`config.mk`:
```
export PLATFORM = sky130hd
export DESIGN_NAME = spi_mem_master
export DESIGN_NICKNAME = d
export VERILOG_FILES = /design/src/rtl/spi_mem_master_pkg.sv /design/src/rtl/spi_mem_master_sclk_gen.sv /design/src/rtl/spi_mem_master.sv
export SDC_FILE = /design/constraint.sdc
export NUM_CORES = 1
export LEC_CHECK = 0
export BUFFER_PORTS_ARGS = -buffer_cell sky130_fd_sc_hd__buf_2
export CAP_MARGIN = 30
export CORE_MARGIN = 5
export CORE_UTILIZATION = 40
export CTS_BUF_LIST = sky130_fd_sc_hd__clkbuf_16
export CTS_CLUSTER_DIAMETER = 50
export DETAILED_ROUTE_END_ITERATION = 6
export HOLD_SLACK_MARGIN = 0.08
export PLACE_DENSITY_LB_ADDON = 0.05
export SLEW_MARGIN = 20
export SYNTH_ARGS = -nofsm -noshare
export SYNTH_HDL_FRONTEND = slang
export SYNTH_SLANG_ARGS = --single-unit
```
`constraint.sdc`:
```
create_clock -name clk -period 5.8 [get_ports clk]
set_clock_uncertainty 0.05 [all_clocks]
set_input_delay 0.58 -clock clk [delete_from_list [all_inputs] [get_ports clk]]
set_output_delay 0.58 -clock clk [all_outputs]
set_load 0.05 [all_outputs]
```
`src/rtl/spi_mem_master_pkg.sv`:
```
// rtl/spi_mem_master_pkg.sv - state encodings and frame constants shared by spi_mem_master
package spi_mem_master_pkg;

  typedef enum logic [2:0] {
    ST_IDLE,
    ST_SETUP,
    ST_SHIFT,
    ST_HOLD,
    ST_GAP,
    ST_DONE
  } state_e;

  localparam int   FRAME_W = 16;
  localparam int   EDGE_W  = 5;
  localparam logic RW_READ = 1'b1;

endpackage

```
`src/rtl/spi_mem_master_sclk_gen.sv`:
```
// rtl/spi_mem_master_sclk_gen.sv - sclk divider with rise/fall tick pulses, active only while enabled
module spi_mem_master_sclk_gen #(
  parameter int CLK_DIV = 16
) (
  input  logic clk,
  input  logic rst_n,
  input  logic en,
  output logic sclk,
  output logic rise_tick,
  output logic fall_tick
);

  localparam int DIV_W = $clog2(CLK_DIV);

  logic [DIV_W-1:0] div;
  logic             wrap;

  assign wrap      = en && (div == DIV_W'(CLK_DIV - 1));
  assign rise_tick = wrap && !sclk;
  assign fall_tick = wrap && sclk;

  // Held at zero while disabled so every SHIFT entry starts a fresh half-period.
  always_ff @(posedge clk or negedge rst_n) begin
    if (!rst_n) begin
      div  <= '0;
      sclk <= 1'b0;
    end else if (!en) begin
      div  <= '0;
      sclk <= 1'b0;
    end else if (wrap) begin
      div  <= '0;
      sclk <= !sclk;
    end else begin
      div  <= div + 1'b1;
    end
  end

endmodule

```
`src/rtl/spi_mem_master.sv`:
```
// rtl/spi_mem_master.sv - SPI master sequencing one 16-bit read/write frame per accepted request
module spi_mem_master
  import spi_mem_master_pkg::*;
#(
  parameter int CLK_DIV = 16,
  parameter int CS_GAP  = 8,
  parameter int ADDR_W  = 7,
  parameter int DATA_W  = 8
) (
  input  logic              clk,
  input  logic              rst_n,
  input  logic              req_valid,
  output logic              req_ready,
  input  logic              req_rw,
  input  logic [ADDR_W-1:0] req_addr,
  input  logic [DATA_W-1:0] req_wdata,
  output logic              rsp_valid,
  output logic [DATA_W-1:0] rsp_rdata,
  output logic              busy,
  output logic              sclk,
  output logic              cs_n,
  output logic              mosi,
  input  logic              miso
);

  localparam int CNT_MAX = (CLK_DIV > CS_GAP) ? CLK_DIV : CS_GAP;
  localparam int CNT_W   = $clog2(CNT_MAX + 1);

  if (CLK_DIV < 2) begin : g_bad_div
    $error("spi_mem_master: CLK_DIV must be at least 2");
  end
  if (ADDR_W + 1 + DATA_W != FRAME_W) begin : g_bad_frame
    $error("spi_mem_master: ADDR_W + 1 + DATA_W must equal FRAME_W");
  end

  state_e             state, next_state;
  logic [CNT_W-1:0]   cnt;
  logic [EDGE_W-1:0]  edge_cnt;
  logic [FRAME_W-2:0] tx_sh;
  logic [DATA_W-1:0]  rx_sh;
  logic               rw_q;
  logic               rise_tick, fall_tick, last_edge;

  spi_mem_master_sclk_gen #(.CLK_DIV(CLK_DIV)) u_sclk_gen (
    .clk       (clk),
    .rst_n     (rst_n),
    .en        (state == ST_SHIFT),
    .sclk      (sclk),
    .rise_tick (rise_tick),
    .fall_tick (fall_tick)
  );

  assign last_edge = fall_tick && (edge_cnt == EDGE_W'(2 * FRAME_W - 1));
  assign req_ready = (state == ST_IDLE);
  assign busy      = (state != ST_IDLE);
  assign rsp_valid = (state == ST_DONE);

  always_comb begin
    next_state = state;
    unique case (state)
      ST_IDLE:  if (req_valid) next_state = ST_SETUP;
      ST_SETUP: if (cnt == CNT_W'(CLK_DIV - 1)) next_state = ST_SHIFT;
      ST_SHIFT: if (last_edge) next_state = ST_HOLD;
      ST_HOLD:  if (cnt == CNT_W'(CLK_DIV - 1)) next_state = ST_GAP;
      ST_GAP:   if (cnt == CNT_W'(CS_GAP - 1)) next_state = ST_DONE;
      ST_DONE:  next_state = ST_IDLE;
      default:  next_state = ST_IDLE;
    endcase
  end

  always_ff @(posedge clk or negedge rst_n) begin
    if (!rst_n) begin
      state     <= ST_IDLE;
      cnt       <= '0;
      edge_cnt  <= '0;
      tx_sh     <= '0;
      rx_sh     <= '0;
      rw_q      <= 1'b0;
      cs_n      <= 1'b1;
      mosi      <= 1'b0;
      rsp_rdata <= '0;
    end else begin
      state <= next_state;
      cnt   <= (next_state != state) ? '0 : cnt + 1'b1;
      cs_n  <= !(next_state inside {ST_SETUP, ST_SHIFT, ST_HOLD});

      if (state != ST_SHIFT)
        edge_cnt <= '0;
      else if (rise_tick || fall_tick)
        edge_cnt <= edge_cnt + 1'b1;

      // The MSB goes straight to mosi; tx_sh only holds the bits still to send.
      if (state == ST_IDLE && req_valid) begin
        rw_q  <= req_rw;
        mosi  <= req_addr[ADDR_W-1];
        tx_sh <= {req_addr[ADDR_W-2:0], req_rw, req_wdata & {DATA_W{req_rw != RW_READ}}};
      end else if (fall_tick && !last_edge) begin
        mosi  <= tx_sh[FRAME_W-2];
        tx_sh <= {tx_sh[FRAME_W-3:0], 1'b0};
      end else if (next_state == ST_GAP) begin
        mosi  <= 1'b0;
      end

      if (rise_tick)
        rx_sh <= {rx_sh[DATA_W-2:0], miso};

      if (state == ST_GAP && next_state == ST_DONE && rw_q == RW_READ)
        rsp_rdata <= rx_sh;
    end
  end

endmodule

```
==> impl_metrics.env, run 1 <==
export IMPL_hold_viol_final=0
export IMPL_drt_initial_drc_count=64
export IMPL_place_congestion=0.7200
export IMPL_dp_cells=296
export IMPL_cts_tree="done"
export IMPL_grt_ovfl_total=0
export IMPL_nNetsFinal=253
export IMPL_clockBufferDepth=2
export IMPL_synth_top_cell_area_share=0.5377
export IMPL_critical_path_class="reg2reg"
export IMPL_synth_most_common_cell="dfrtp_1"
export IMPL_postSynthCellCount=195
export IMPL_grt_pass1_wl_um=7417
export IMPL_crit_arrival_ps=2480
export IMPL_maxSlewHeadroom=0.5726
export IMPL_yosysWarnings=0
export IMPL_cp_start_kind="flop"
export IMPL_die_x_um=87.03
export IMPL_first_pass_iters=4
export IMPL_fin_setup_tns_ps=0
export IMPL_fp_dieArea_um2=7574
export IMPL_finalCriticalPeriod_ps=2355
export IMPL_wl_um=4347
export IMPL_cts_root_buf="clkbuf_16"
export IMPL_ctsHoldBuffers=0
export IMPL_n_antenna_cell=0
export IMPL_vias_per_cell=5.003
export IMPL_syn_avg_cell_area_um2=12.17
export IMPL_antenna_found_initial=0
export IMPL_rsz0062_at_grt="no"
export IMPL_power_density_nw_per_um2=263.4
export IMPL_finalSetupViolCount=0
export IMPL_drv_slew=0
export IMPL_worst_ep_required_time_ps=5920
export IMPL_ys_top_cells_by_count="dfrtp_1, mux2_2, nand2_1, mux2i_1, nor2_1"
export IMPL_start_util=0.4057
export IMPL_die_h_um=87.03
export IMPL_htreeDepth=2
export IMPL_synth_area_um2=2374
export IMPL_drc=0
export IMPL_path_clk_slew_ps=70
export IMPL_worstMarginPinSlew_ps=641.1
export IMPL_clk_latency_ps=290
export IMPL_cts_resized=0
export IMPL_area_growth_pct=16.24
export IMPL_ios=34
export IMPL_cp_max_fo=8
export IMPL_peakVddDrop_mv=0.1083
export IMPL_grt_max_degree=53
export IMPL_worst_slack_ps=3445
export IMPL_drive_above_1_share=0.2969
export IMPL_rows=28
export IMPL_ys_seq_area_frac=0.5488
export IMPL_dp_slack_ps=3477
export IMPL_ys_ff_latch=52
export IMPL_maxCapViolCount=0
export IMPL_final_cell_count_no_fill=304
export IMPL_synth_area_top_cells="dfrtp_1, mux2_2, mux2i_1, ha_1, nand3b_1"
export IMPL_syn_nets=220
export IMPL_grt_pass1_vias=1646
export IMPL_vias=1521
export IMPL_cts_setup_buffers=0
export IMPL_cts_buffers_inserted=5
export IMPL_crit_path_end_kind="flop"
export IMPL_hold_class="in2async"
export IMPL_status="completed"
export IMPL_fmax_mhz=424.6
export IMPL_ant_nets=0
export IMPL_port_buffers=33
export IMPL_synth_edf_count=0
export IMPL_ys_types=40
export IMPL_hpwl_um=3079
export IMPL_yosysTopAreaCell="dfrtp_1"
export IMPL_post_route_period_util=0.4061
export IMPL_cts_sinks=52
export IMPL_hold_ws_ps=348.3
export IMPL_grt_usage=0.1244
export IMPL_core_area_um2=5851
export IMPL_ys_async_sr_fraction=1.000
export IMPL_wl_per_cell_um=14.30
export IMPL_p_leak_nw=1.254
export IMPL_synthFlopType="dfrtp_1"
[registers in the layout (all words and copies together), names as in the netlist]
| name | cells |
|---|---|
| cs_n | 1 |
| cnt | 5 |
| u_sclk_gen.div | 4 |
| rw_q | 1 |
| mosi | 1 |
| tx_sh | 15 |
| rsp_rdata | 8 |
| u_sclk_gen.sclk | 1 |
| rx_sh | 8 |
| state | 3 |
| edge_cnt | 5 |
[per-stage QoR]
stage               power [mW]  instance area (µm²)    util
global placement        0.4053                 2591  0.4429
floorplan               0.3893                 2374       -
finish                  0.7266                 2759  0.4716
detailed placement      0.4065                 2591  0.4429
global route            0.7567                 2759  0.4716
CTS                     0.7388                 2759  0.4716
[layout make-up]
class | instances | area (µm²)
clock buffers | 5 | 125.1
clock inverters | 3 | 42.54
fillers | 542 | 3092
inverters | 5 | 18.77
multi-input cells | 128 | 988.4
flip-flops and latches | 52 | 1303
well taps | 75 | 93.84
repair buffers | 36 | 187.7
[cell usage in the layout, fill, tap and decap left out, drive strengths merged, types with 3 or more instances in the layout]
| cell type | n |
|---|---|
| nor2 | 10 |
| xnor2 | 4 |
| o21ai | 17 |
| nand3 | 3 |
| dfrtp | 51 |
| inv | 5 |
| and3 | 3 |
| nor3b | 4 |
| ha | 5 |
| a21oi | 4 |
| xor2 | 4 |
| buf | 36 |
| mux2 | 17 |
| nand3b | 8 |
| nor3 | 3 |
| nand2 | 15 |
| clkbuf | 5 |
| mux2i | 14 |
[path summary, 6_finish.rpt]
| check | cells after the start | from | end | slack (ps) |
|---|---|---|---|---|
| max reg2reg | 7 | cnt[0]$_DFF_PN0_ | rsp_rdata[2]$_DFFE_PN0P_ | 3440 |
| min | 2 | rst_n | u_sclk_gen.sclk$_DFFE_PN0P_ | 350 |
| min reg2reg | 1 | cnt[0]$_DFF_PN0_ | cnt[0]$_DFF_PN0_ | 410 |
| max in group asynchronous | 2 | rst_n | tx_sh[12]$_DFFE_PN0P_ | 4920 |
| max | 7 | cnt[0]$_DFF_PN0_ | rsp_rdata[2]$_DFFE_PN0P_ | 3440 |
| min in group clk | 1 | cnt[0]$_DFF_PN0_ | cnt[0]$_DFF_PN0_ | 410 |
[layer usage]
layer,share of wire,global-route usage,vias up
li1,-,-,749
met1,0.46,0.1566,742
met2,0.49,0.2063,26
met3,0.041,0.03500,4
met4,0.0069,0.03966,0
met5,0,0,-
[cells by family (layout without fill, tap and decap cells)]
kind of cell,after synthesis,after routing,synth area share
simple gates,58,58,0.1513
xor+xnor,8,8,0.02952
mux,31,31,0.1397
fa+ha+maj,5,5,0.02636
buf+inv,15,49,0.03848
compound gates,26,26,0.06589
flops,52,52,0.5488
[power by group]
group / total [mW] / switching, mW / internal [mW]
registers: 0.374 / 0.00402 / 0.370
clock network: 0.328 / 0.126 / 0.203
logic: 0.0244 / 0.0137 / 0.0106
[worst max-delay path, cell delays in order (launching register included)]
cell	delay (ps)
dfrtp_1	390
ha_1	230
and3_1	190
ha_1	220
nor3b_1	330
a211oi_2	120
a21oi_4	330
mux2_2	380
Note: power is estimated with default switching activity, not from simulation.
==> inputs of run 2 (changes only) <==
==> constraint.sdc (replaced) <==
create_clock -name clk -period 2 [get_ports clk]
set_clock_uncertainty 0.05 [all_clocks]
set_input_delay 0.2 -clock clk [delete_from_list [all_inputs] [get_ports clk]]
set_output_delay 0.2 -clock clk [all_outputs]
set_load 0.05 [all_outputs]
==> impl_metrics.env, run 2 (synthesized netlist as in run 1, its figures left out) <==
export IMPL_status="finished, violations left"
export IMPL_violations="setup timing"
export IMPL_grt_use_met3=0.03406
export IMPL_drive_above_1_share=0.3969
export IMPL_reg_top3="tx_sh (15), rsp_rdata (8), rx_sh (8)"
export IMPL_placed_area_um2=2804
export IMPL_start_util=0.4057
export IMPL_place_congestion=0.8534
export IMPL_clockPowerShare=0.509
export IMPL_wl_um=4777
export IMPL_cts_tree="done"
export IMPL_path_clk_slew_ps=70
export IMPL_drv_slew=0
export IMPL_grt_ovfl_total=0
export IMPL_vias_per_cell=4.858
export IMPL_hold_class="in2reg"
export IMPL_r2r_start="cnt[1]$_DFF_PN0_"
export IMPL_finalInstanceArea_um2=3239
export IMPL_hold_viol_final=0
export IMPL_maxSlewHeadroom=0.5954
export IMPL_grt_pass1_vias=1780
export IMPL_htreeDepth=2
export IMPL_finalSetupViolCount=8
export IMPL_core_area_um2=5851
export IMPL_clockBufferDepth=2
export IMPL_peakVddDrop_mv=0.4467
export IMPL_largest_reg_flops=15
export IMPL_port_buffers=33
export IMPL_antenna_found_initial=0
export IMPL_multi_input_area_um2=1080
export IMPL_vias=1637
export IMPL_cts_root_buf="clkbuf_16"
export IMPL_layout_commonest_cell="dfrtp_1"
export IMPL_area_growth_pct=36.48
export IMPL_met1_usage=0.1710
export IMPL_drt_initial_drc_count=43
export IMPL_max_stage_delay_ps=400
export IMPL_grtUsageMet2=0.2305
export IMPL_first_pass_iters=4
export IMPL_cts_sinks=52
export IMPL_post_route_period_util=1.012
export IMPL_switching_share=0.1782
export IMPL_maxCapViolCount=0
export IMPL_fillCellCount=502
export IMPL_wl_per_cell_um=14.18
export IMPL_power_density_nw_per_um2=735.3
export IMPL_hold_ws_ps=80.97
export IMPL_fp_dieArea_um2=7574
export IMPL_worst_slack_ps=-23.54
export IMPL_regToRegSetupSlack_ps=-20
export IMPL_path_cells="ha_2 -> and3_4 -> ha_4 -> nor3b_4 -> a211oi_2 -> a21oi_4 -> buf_12 -> mux2_4"
export IMPL_p_int_mw=1.958
export IMPL_nNetsFinal=286
export IMPL_regMostFlops="tx_sh"
export IMPL_grt_pass1_wl_um=8121
export IMPL_finalCriticalPeriod_ps=2024
export IMPL_dp_cells=312
export IMPL_regArea_um2=1303
export IMPL_comb_power_share=0.036
export IMPL_power_frac_seq=0.456
export IMPL_hp_start="req_addr[3]"
export IMPL_crit_path_end_kind="flop"
export IMPL_grt_max_degree=34
export IMPL_die_h_um=87.03
export IMPL_critical_path_class="reg2reg"
export IMPL_drc=0
export IMPL_rows=28
export IMPL_p_leak_nw=1.465
export IMPL_busiest_layer="met2"
export IMPL_clk_latency_ps=290
export IMPL_hpwl_um=3305
export IMPL_cp_start_kind="flop"
export IMPL_fmax_mhz=494.2
export IMPL_final_cell_count_no_fill=337
export IMPL_die_x_um=87.03
export IMPL_p_sw_uw=424.5
export IMPL_grt_usage=0.1357
export IMPL_ios=34
export IMPL_path_buf_inv=1
export IMPL_utilization=0.5537
export IMPL_fin_setup_tns_ps=-148.1
export IMPL_crit_family="simple AND/OR/NAND/NOR gates"
export IMPL_worst_ep_required_time_ps=2120
export IMPL_ant_nets=0
export IMPL_n_antenna_cell=0
export IMPL_cts_buffers_inserted=5
export IMPL_rsz0062_at_grt="yes"
export IMPL_worstMarginPinSlew_ps=607.0
export IMPL_mostFrequentLayoutCells="dfrtp_1, buf_2, buf_4, nand2_1"
export IMPL_crit_path_start="cnt[1]$_DFF_PN0_"
export IMPL_cp_max_fo=8
export IMPL_crit_arrival_ps=2150
export IMPL_critPathSlowestCell="dfrtp_1"
## run 2: changes by cell type in the layout (fill, tap and decap cells not counted), moves of 3 or more
cell	delta
ha_1	-4
o21ai_0	-6
buf_4	+21
buf_12	+3
mux2_2	-8
mux2_4	+8
o21ai_1	+6
dlygate4sd3_1	+6
## run 2: area by class of cell
class                   count  area share
inverters                   5    0.005794
well taps                  75     0.02897
clock buffers               5     0.03862
repair buffers             69      0.1634
multi-input cells         128      0.3333
flip-flops and latches     52      0.4021
clock inverters             3     0.02781
## run 2: layer usage
metal	routed length (µm)	vias to the layer above
li1	-	815
met1	2179	790
met2	2364	27
met3	183	5
met4	49	0
met5	0	-
## run 2: worst paths after layout
check / to / cells past startpoint
min in group asynchronous: u_sclk_gen.sclk$_DFFE_PN0P_ / 2
max: rsp_rdata[7]$_DFFE_PN0P_ / 8
max reg2reg: rsp_rdata[7]$_DFFE_PN0P_ / 8
max in group asynchronous: tx_sh[1]$_DFFE_PN0P_ / 3
min: tx_sh[12]$_DFFE_PN0P_ / 3
min reg2reg: u_sclk_gen.div[0]$_DFF_PN0_ / 1
## run 2: worst reg2reg max path, cell delays in order, from the launching register on
cell      delay, ps
dfrtp_1         400
ha_2            190
and3_4          190
ha_4            160
nor3b_4         220
a211oi_2         80
a21oi_4         170
buf_12          150
mux2_4          300
## run 2: power by group through the flow
stage	clock [mW]	sequential (mW)	combinational (mW)
4_1_cts	1.24	1.08	0.0869
6_report	1.21	1.09	0.0848
2_1_floorplan	0	1.11	0.0231
3_5_place_dp	0	1.10	0.0780
5_1_grt	1.29	1.09	0.0981
3_3_place_gp	0	1.10	0.0748
## run 2: repair_timing
action | in CTS | in global routing
gates cloned | 1 | 1
hold endpoints to repair | 29 | 0
gates resized for setup | 8 | 7
pin swaps | 8 | 1
setup endpoints to repair | 22 | 20
hold buffers | 6 | 0
setup buffers | 6 | 3
## run 2: stage by stage
step | total power, mW | setup slack, ps
2_1_floorplan | 1.129 | -45.04
3_3_place_gp | 1.179 | -41.47
3_5_place_dp | 1.183 | -91.54
4_1_cts | 2.407 | -14.38
5_1_grt | 2.471 | -90.20
6_report | 2.382 | -23.54
